<file path="config.mk">
export PLATFORM = sky130hd
export DESIGN_NAME = serial_subtractor_16bit
export DESIGN_NICKNAME = d
export VERILOG_FILES = /design/src/rtl/serial_subtractor_16bit.sv
export SDC_FILE = /design/constraint.sdc
export NUM_CORES = 1
export LEC_CHECK = 0
export ABC_AREA = 1
export CAP_MARGIN = 15
export CORE_AREA = 4 4 85 87
export CTS_BUF_LIST = sky130_fd_sc_hd__clkbuf_2 sky130_fd_sc_hd__clkbuf_4 sky130_fd_sc_hd__clkbuf_8
export CTS_CLUSTER_SIZE = 8
export DETAILED_ROUTE_END_ITERATION = 10
export DIE_AREA = 0 0 89 91
export GPL_TIMING_DRIVEN = 0
export PLACE_DENSITY = 0.79
export SYNTH_ARGS = -nofsm -noshare
export SYNTH_HDL_FRONTEND = slang
export SYNTH_SLANG_ARGS = --single-unit
export TNS_END_PERCENT = 5
</file>
<file path="constraint.sdc">
create_clock -name clk -period 3.4 [get_ports clk]
set_clock_uncertainty 0.15 [all_clocks]
set_input_delay 0.34 -clock clk [delete_from_list [all_inputs] [get_ports clk]]
set_output_delay 0.34 -clock clk [all_outputs]
set_load 0.03 [all_outputs]
</file>
<file path="src/rtl/serial_subtractor_16bit.sv">
// serial_subtractor_16bit
//   Bit-serial two's-complement subtractor: diff = a - b - bin, evaluated one
//   bit per clock, LSB first, through a single full-subtractor cell.
//
// Ports:
//   clk        clock, all state updates on the rising edge
//   rst        synchronous active-high reset
//   in_valid   operands a, b, bin valid
//   in_ready   block can accept an operation (IDLE)
//   a, b       minuend / subtrahend, WIDTH bits
//   bin        borrow in
//   out_valid  result valid (DONE)
//   out_ready  downstream accepts the result
//   diff       a - b - bin modulo 2^WIDTH
//   bout       borrow out of the MSB (a < b + bin, unsigned)
//   ovf        signed overflow of the subtraction
module serial_subtractor_16bit #(
    parameter int WIDTH = 16
) (
    input  logic             clk,
    input  logic             rst,
    input  logic             in_valid,
    output logic             in_ready,
    input  logic [WIDTH-1:0] a,
    input  logic [WIDTH-1:0] b,
    input  logic             bin,
    output logic             out_valid,
    input  logic             out_ready,
    output logic [WIDTH-1:0] diff,
    output logic             bout,
    output logic             ovf
);

    localparam int CW = $clog2(WIDTH);

    typedef enum logic [1:0] {
        IDLE = 2'd0,
        RUN  = 2'd1,
        DONE = 2'd2
    } state_t;

    state_t state, state_next;

    logic [WIDTH-1:0] a_sh, b_sh, part;
    logic [CW-1:0]    cnt;
    logic             br, a_msb, b_msb;
    logic             d, br_next, last;

    // Full-subtractor cell on the current LSBs of the operand shift registers.
    always_comb begin
        d       = a_sh[0] ^ b_sh[0] ^ br;
        br_next = (~a_sh[0] & b_sh[0]) | (~(a_sh[0] ^ b_sh[0]) & br);
        last    = (cnt == CW'(WIDTH - 1));
    end

    always_ff @(posedge clk) begin
        if (rst) state <= IDLE;
        else     state <= state_next;
    end

    always_comb begin
        state_next = state;
        in_ready   = 1'b0;
        out_valid  = 1'b0;
        case (state)
            IDLE: begin
                in_ready = 1'b1;
                if (in_valid) state_next = RUN;
            end
            RUN: begin
                if (last) state_next = DONE;
            end
            DONE: begin
                out_valid = 1'b1;
                if (out_ready) state_next = IDLE;
            end
            default: state_next = IDLE;
        endcase
    end

    always_ff @(posedge clk) begin
        if (rst) begin
            a_sh  <= '0;
            b_sh  <= '0;
            part  <= '0;
            cnt   <= '0;
            br    <= 1'b0;
            a_msb <= 1'b0;
            b_msb <= 1'b0;
            diff  <= '0;
            bout  <= 1'b0;
            ovf   <= 1'b0;
        end else begin
            case (state)
                IDLE: begin
                    if (in_valid) begin
                        a_sh  <= a;
                        b_sh  <= b;
                        br    <= bin;
                        a_msb <= a[WIDTH-1];
                        b_msb <= b[WIDTH-1];
                        cnt   <= '0;
                    end
                end
                RUN: begin
                    a_sh <= {1'b0, a_sh[WIDTH-1:1]};
                    b_sh <= {1'b0, b_sh[WIDTH-1:1]};
                    part <= {d, part[WIDTH-1:1]};
                    br   <= br_next;
                    cnt  <= cnt + CW'(1);
                    // The final bit is still combinational here, so the
                    // completed result is assembled from d rather than part.
                    if (last) begin
                        diff <= {d, part[WIDTH-1:1]};
                        bout <= br_next;
                        ovf  <= (a_msb != b_msb) && (d != a_msb);
                    end
                end
                default: ;
            endcase
        end
    end

endmodule

</file>
* After elaboration in Yosys (flattened, before gate mapping) *
Index checks and enable logic that the tools add are counted.

operators by class
  reductions and logical operators = 7
  equality and inequality tests = 8
  add/sub/neg operators = 1
  muxes and demuxes = 14
  bitwise logic cells = 7

operator list
  kind                                                                    count
  16-bit one-hot mux with 2 select lines                                  2
  16-bit two-way mux                                                      2
  4-bit one-hot mux with 2 select lines                                   1
  2-bit two-way mux                                                       3
  2-bit != test (second input constant)                                   3
  2-bit one-hot mux with 3 select lines                                   1
  2-bit AND reduction                                                     3
  4-bit by 1-bit adder with 4-bit output (second input constant)          1
  4-bit equality test (second input constant)                             1
  4-bit two-way mux                                                       1
  1-bit two-way mux                                                       3
  3-bit AND reduction                                                     1
  1-bit bitwise AND                                                       2
  2-bit by 1-bit equality test with 1-bit output (second input constant)  1
  2-bit equality test (second input constant)                             1
  2-bit logical NOT                                                       1
  1-bit != test                                                           2
  1-bit inverter                                                          2
  1-bit one-hot mux with 2 select lines                                   1
  2-bit nonzero test                                                      1
  1-bit bitwise XOR                                                       2
  1-bit logical AND                                                       1
  1-bit bitwise OR                                                        1

word-level totals
  word-level logic and storage cells = 48
  input port bits = 37
  register bits after elaboration = 75
  output and inout bits = 20

* Logic depth before layout (Yosys ltp) *
Gate-level depths: netlist of the first run.

  depth in word-level cells = 5
  depth in mapped cells = 9
  gate-level depth less buffers = 7

* Least setup slack after synthesis of the first run *
OpenSTA, ideal clock, no wires.

  path kind = reg2reg
  start point = register state[0]
  end point = register a_msb
  slack = 1.900 ns
  cell stages (with the launch flop) = 6
  buffers on the path = 0
  period minus slack after synthesis = 1.500 ns
  arrival = 1.280 ns
  cells stage by stage = dfxtp_1 nor2_1 nand2_1 inv_1 nand2_1 a21oi_1

on the way
  cells in the longest elaborated chain, start to end = 2

ends and longest elaborated chain
  element                               line  text
  start, declared                       42    state_t state, state_next;
  start signal, assigned                58    else state <= state_next;
  2-bit logical NOT                     94    case (state)
  2-bit AND reduction (no source line)  --
  end signal, assigned                  100   a_msb <= a[WIDTH-1];
  end, declared                         46    logic br, a_msb, b_msb;

Every way passes these cells.
A chain may end at the register's enable or synchronous reset.

* Worst setup path after layout of the first run *
  start point = register state[0]
  end point = output in_ready

on the way
  cells in the longest elaborated chain, start to end = 2

ends and longest elaborated chain
  element            line  text
  2-bit logical NOT  65    case (state)
  1-bit two-way mux  65
  end, declared      23    output logic in_ready,

Every way passes these cells.

==> results.sh, run 1 <==
export IMPL_status="completed"
export IMPL_synth_cells=470
export IMPL_crit_family="buffers and inverters"
export IMPL_cts_hold_buf=0
export IMPL_synth_area_leader_cell="dfxtp_1"
export IMPL_port_buffers=55
export IMPL_vias_per_cell=4.82
export IMPL_grt_pass1_wl_um=12200
export IMPL_grt_max_degree=16
export IMPL_insertion_delay_ps=350
export IMPL_pre_cts_ws_ps=1420
export IMPL_layout_drive_gt1_share_pct=7.95
export IMPL_ys_seq_elements=74
export IMPL_p_int_mw=1.32
export IMPL_drc=0
export IMPL_min_period_over_period_pct=64.2
export IMPL_setup_slack_ps=1220
export IMPL_dieHeight_um=91
export IMPL_cts_resized=0
export IMPL_fin_cells=618
export IMPL_fmax_mhz=458
export IMPL_drv_slew=0
export IMPL_reg2reg_setup_slack_ps=1760
export IMPL_cts_root_buf="clkbuf_8"
export IMPL_p_switching_mw=0.552
export IMPL_cp_required_ps=2910
export IMPL_r2r_start="cnt[0]"
export IMPL_cts_tree="done"
export IMPL_hp_class="in -> reg"
export IMPL_min_from="rst"
export IMPL_rsz0062_at_grt="no"
export IMPL_cap_violations=0
export IMPL_ir_drop_v=0.000356
export IMPL_dpl_cell_count=602
export IMPL_antenna_found_initial=0
export IMPL_pwr_share_comb_pct=15.3
export IMPL_worstMarginPinSlew_ps=473
export IMPL_drtIter0Drc=105
export IMPL_swShare_pct=29.5
export IMPL_clkPwrFrac_pct=34.2
export IMPL_antenna_cells=0
export IMPL_layout_nets=575
export IMPL_path_max_fanout=4
export IMPL_netlist_top_cells_area="dfxtp_1, nand2_1, nor2_1, o21ai_1, inv_1"
export IMPL_path_cells="nor2_1, clkdlybuf4s50_1"
export IMPL_fin_total_pwr_mw=1.87
export IMPL_rr_endpoint="ovf"
export IMPL_power_leakage_nw=1.74
export IMPL_relSlewSlack_pct=68.5
export IMPL_initial_utilization_pct=50.2
export IMPL_crit_type="reg -> out"
export IMPL_finalHoldViolations=0
export IMPL_clock_sinks=74
export IMPL_arrival_ps=1690
export IMPL_postRouteAntennaNets=0
export IMPL_dieArea_mm2=0.00810
export IMPL_vias=2981
export IMPL_end_kind="output port"
export IMPL_finalSetupViolCount=0
export IMPL_ios=57
export IMPL_netlist_area_mm2=0.00319
export IMPL_overflow=0
export IMPL_path_clk_slew_ps=80
export IMPL_gp_congestion=0.763
export IMPL_place_detailed_hpwl_um=5080
export IMPL_fp_row_count=29
export IMPL_syn_avg_cell_area_um2=6.79
export IMPL_grt_util_all_layers_pct=18.9
export IMPL_reg2regPathDepth=7
export IMPL_synthToLayoutAreaGrowth_pct=26.0
export IMPL_routed_wirelength_um=7210
export IMPL_yosysSeqAreaShare_pct=46.4
export IMPL_dieWidth_um=89
export IMPL_synth_top_area_share_pct=46.4
export IMPL_fin_setup_tns_ps=0
export IMPL_synth_cell_types=22
export IMPL_routedWlPerCell_um=11.7
export IMPL_min_period_ps=2180
export IMPL_first_pass_iters=4
export IMPL_post_cts_buffers=0
export IMPL_cp_start_kind="register"
export IMPL_cpPeakStageDelay_ps=720
export IMPL_grt_pass1_vias=2811
export IMPL_cts_path_max_buffers=2
export IMPL_syn_num_nets=509
export IMPL_cts_buffers=9
export IMPL_holdPathStages=2
export IMPL_power_density_mw_per_mm2=465
export IMPL_crit_slowest_cell="clkdlybuf4s50_1"
export IMPL_cp_num_buf_inv=1
export IMPL_yosysWarnings=0
export IMPL_pwr_share_seq_pct=50.5
export IMPL_core_area_mm2=0.00635
export IMPL_htree_num_levels=3
export IMPL_hold_end="diff[3]"
[synth_stat cells]
library cell	count
buf_2	13
inv_1	38
buf_4	4
fa_1	1
nand3_2	1
clkbuf_1	7
a211oi_2	1
o21ai_0	16
and2_1	1
nor2_1	96
nand2_1	146
nand2_4	1
o21ai_1	31
buf_6	3
nand4_1	1
nor2_8	1
a21oi_1	27
ha_1	1
nand3_1	4
dfxtp_1	74
inv_4	1
inv_2	2
[through the flow]
| step | area (um^2) | hold WS, ps | utilization (%) |
|---|---|---|---|
| 3_3_place_gp | 3840 | 298 | 60.4 |
| 3_5_place_dp | 3840 | 301 | 60.4 |
| 2_1_floorplan | 3190 | 294 | - |
| 5_1_grt | 4020 | 132 | 63.3 |
| 4_1_cts | 4020 | 112 | 63.3 |
| 6_report | 4020 | 120 | 63.3 |
[cells in the final DEF, fill, tap and decap left out, types with 2 or more instances in the layout]
| cell | count |
|---|---|
| clkbuf_1 | 7 |
| o21ai_0 | 16 |
| nand3_1 | 4 |
| nand2_1 | 146 |
| inv_1 | 38 |
| clkdlybuf4s50_1 | 55 |
| buf_6 | 3 |
| buf_4 | 4 |
| a21oi_1 | 27 |
| dfxtp_1 | 74 |
| buf_2 | 13 |
| inv_6 | 4 |
| clkbuf_8 | 9 |
| inv_2 | 2 |
| nor2_1 | 96 |
| clkinv_4 | 2 |
| o21ai_1 | 31 |
[sequential cells by signal, summed over array words and instances (netlist names)]
signal / count
a_sh: 16
b_sh: 16
diff: 16
part: 15
cnt: 4
state: 2
a_msb: 1
b_msb: 1
bout: 1
br: 1
ovf: 1
[how the worst max path moves through the flow]
stage,from,slack [ps],depth (start not counted),endpoint
detailed placement,in_valid,1420,6,b_sh[1]
CTS,state[0],1220,2,in_ready
global route,state[0],1160,2,in_ready
finish,state[0],1220,2,in_ready
floorplan,state[0],1900,5,a_msb
global placement,in_valid,1480,6,a_sh[14]
[power by group through the flow]
stage	clock network [mW]	registers, mW	logic [mW]
global route	0.687	0.950	0.330
detailed placement	0	0.965	0.285
global placement	0	0.963	0.278
floorplan	0	0.959	0.196
CTS	0.655	0.945	0.288
finish	0.640	0.945	0.287
[cell families after synthesis]
family / after synthesis / share of synthesized area (%)
buffers and inverters: 68 / 9.77
adder cells (fa/ha/maj): 2 / 1.02
AND/OR/NAND/NOR: 251 / 30.8
flip-flops: 74 / 46.4
AO/OA/AOI/OAI: 75 / 12.0
[layer usage]
metal  track usage, %  vias up  wire, um  share of wire (%)
met5                0        -         0                  0
met1             24.0     1327      3290                 46
met4             7.07        0       136                1.9
met3             4.62       14       417                5.8
met2             30.8       69      3370                 47
li1                 -     1571         -                  -
[final cells by class]
type,count,area (um^2)
sequential,74,1480
multi-input combinational,328,1400
tap,77,96.3
clock buffer,9,124
inverter,41,156
buffer,27,155
clock inverter,7,60.1
fill,571,2330
timing repair buffer,55,551
(Power assumes the default switching activity.)
==> run 2, diff against run 1 <==
- CORE_AREA: 4 4 85 87 -> 4 4 86 88
- DIE_AREA: 0 0 89 91 -> 0 0 90 92
- PLACE_DENSITY: 0.79 -> 0.81
- clock period: 3.4 -> 1.95 ns (I/O delays scaled with it)
==> results.sh, run 2 (same netlist as run 1, synthesis figures left out) <==
export IMPL_path_cells="clkdlybuf4s50_1"
export IMPL_dieWidth_um=90
export IMPL_port_buffers=55
export IMPL_core_area_mm2=0.00664
export IMPL_dieArea_mm2=0.00828
export IMPL_cpPeakStageDelay_ps=690
export IMPL_hold_end="b_sh[15]"
export IMPL_post_cts_buffers=0
export IMPL_first_pass_iters=4
export IMPL_power_leakage_nw=1.76
export IMPL_vias=2999
export IMPL_layout_drive_gt1_share_pct=7.93
export IMPL_min_period_over_period_pct=88.2
export IMPL_postRouteAntennaNets=0
export IMPL_cts_tree="done"
export IMPL_layout_nets=576
export IMPL_grt_util_all_layers_pct=18.4
export IMPL_clock_sinks=74
export IMPL_place_detailed_hpwl_um=5040
export IMPL_mostFrequentLayoutCells="nand2_1, nor2_1, dfxtp_1"
export IMPL_grt_pass1_wl_um=12500
export IMPL_power_density_mw_per_mm2=818
export IMPL_initial_utilization_pct=48.0
export IMPL_status="completed"
export IMPL_ir_drop_v=0.000453
export IMPL_mostFrequentLayoutCell="nand2_1"
export IMPL_rr_endpoint="diff[10]"
export IMPL_drc=0
export IMPL_htree_num_levels=3
export IMPL_antenna_cells=0
export IMPL_antenna_found_initial=0
export IMPL_drtIter0Drc=133
export IMPL_crit_type="reg -> out"
export IMPL_fin_total_pwr_mw=3.31
export IMPL_cp_num_buf_inv=1
export IMPL_cts_path_max_buffers=2
export IMPL_min_period_ps=1720
export IMPL_fin_setup_tns_ps=0
export IMPL_placement_cell_area_mm2=0.00384
export IMPL_vias_per_cell=4.82
export IMPL_fin_cells=622
export IMPL_crit_family="buffers and inverters"
export IMPL_finalSetupViolCount=0
export IMPL_end_kind="output port"
export IMPL_reg2reg_setup_slack_ps=300
export IMPL_grt_pass1_vias=2722
export IMPL_fmax_mhz=582
export IMPL_cp_required_ps=1600
export IMPL_reg2regPathDepth=7
export IMPL_rsz0062_at_grt="no"
export IMPL_drv_slew=0
export IMPL_fp_row_count=30
export IMPL_cap_violations=0
export IMPL_cts_buffers=9
export IMPL_path_max_fanout=2
export IMPL_cp_start_kind="register"
export IMPL_dieHeight_um=92
export IMPL_insertion_delay_ps=340
export IMPL_crit_slowest_cell="clkdlybuf4s50_1"
export IMPL_routed_wirelength_um=7270
export IMPL_cts_root_buf="clkbuf_8"
export IMPL_fin_area_mm2=0.00404
export IMPL_grt_max_degree=14
export IMPL_holdPathStages=3
export IMPL_worstMarginPinSlew_ps=485
export IMPL_synthToLayoutAreaGrowth_pct=26.7
export IMPL_arrival_ps=1370
export IMPL_min_from="b[15]"
export IMPL_routedWlPerCell_um=11.7
export IMPL_r2r_start="cnt[0]"
export IMPL_relSlewSlack_pct=67.7
export IMPL_hp_class="in -> reg"
export IMPL_gp_congestion=0.759
export IMPL_reg_top3="a_sh (16), b_sh (16), diff (16)"
export IMPL_ios=57
export IMPL_path_clk_slew_ps=80
export IMPL_finalHoldViolations=0
export IMPL_dpl_cell_count=605
export IMPL_overflow=0
[run 2: changes by cell type in the layout (fill, tap and decap cells not counted)]
cell             previous run  this run
clkdlybuf4s50_1            55        53
inv_6                       4         0
bufinv_16                   0         1
dlygate4sd3_1               0         1
clkinv_2                    0         3
dlygate4sd2_1               0         2
[run 2: timing repair]
| action | CTS | global route |
|---|---|---|
| hold buffers | 1 | 0 |
| gates resized for setup | 2 | 0 |
| endpoints found under the setup margin | 2 | 0 |
| endpoints found under the hold margin | 6 | 0 |
[run 2: per-stage QoR]
stage                     utilization [%]  hold WS (ps)  worst slack [ps]
after floorplan                         -           210               450
after global placement               57.8           301               216
after detailed placement             57.8           303               213
after CTS                            60.8           283               209
after global routing                 60.8           328               141
final                                60.8           298               230
[run 2: final cells by class]
cell class / count / area, um^2
fill: 603 / 2600
sequential: 74 / 1480
multi-input combinational: 328 / 1400
timing repair buffer: 56 / 558
inverter: 41 / 156
buffer: 27 / 155
clock buffer: 9 / 124
tap: 80 / 100
clock inverter: 7 / 70.1
[run 2: metal layers]
metal  routed length (um)  share of wire [%]  vias up  track usage, %
met5                    0                  0        -               0
met4                  104                1.4        0            7.78
met3                  438                6.0       10            5.66
met2                 3370                 46       85            28.9
met1                 3360                 46     1333            23.4
li1                     -                  -     1571               -
[run 2: power by group]
group          internal [mW]  switching, mW  total (mW)
Combinational          0.212          0.290       0.502
Sequential              1.61         0.0419        1.65
Clock                  0.588          0.571        1.16
[run 2: worst max path at each step]
stage / from / endpoint / slack [ps] / cells after the start
after floorplan: state[0] / a_msb / 450 / 5
after global placement: in_valid / b_sh[5] / 220 / 6
after detailed placement: in_valid / b_sh[4] / 210 / 6
after CTS: diff[0] / diff[0] / 210 / 1
after global routing: state[0] / in_ready / 140 / 2
final: diff[0] / diff[0] / 230 / 1
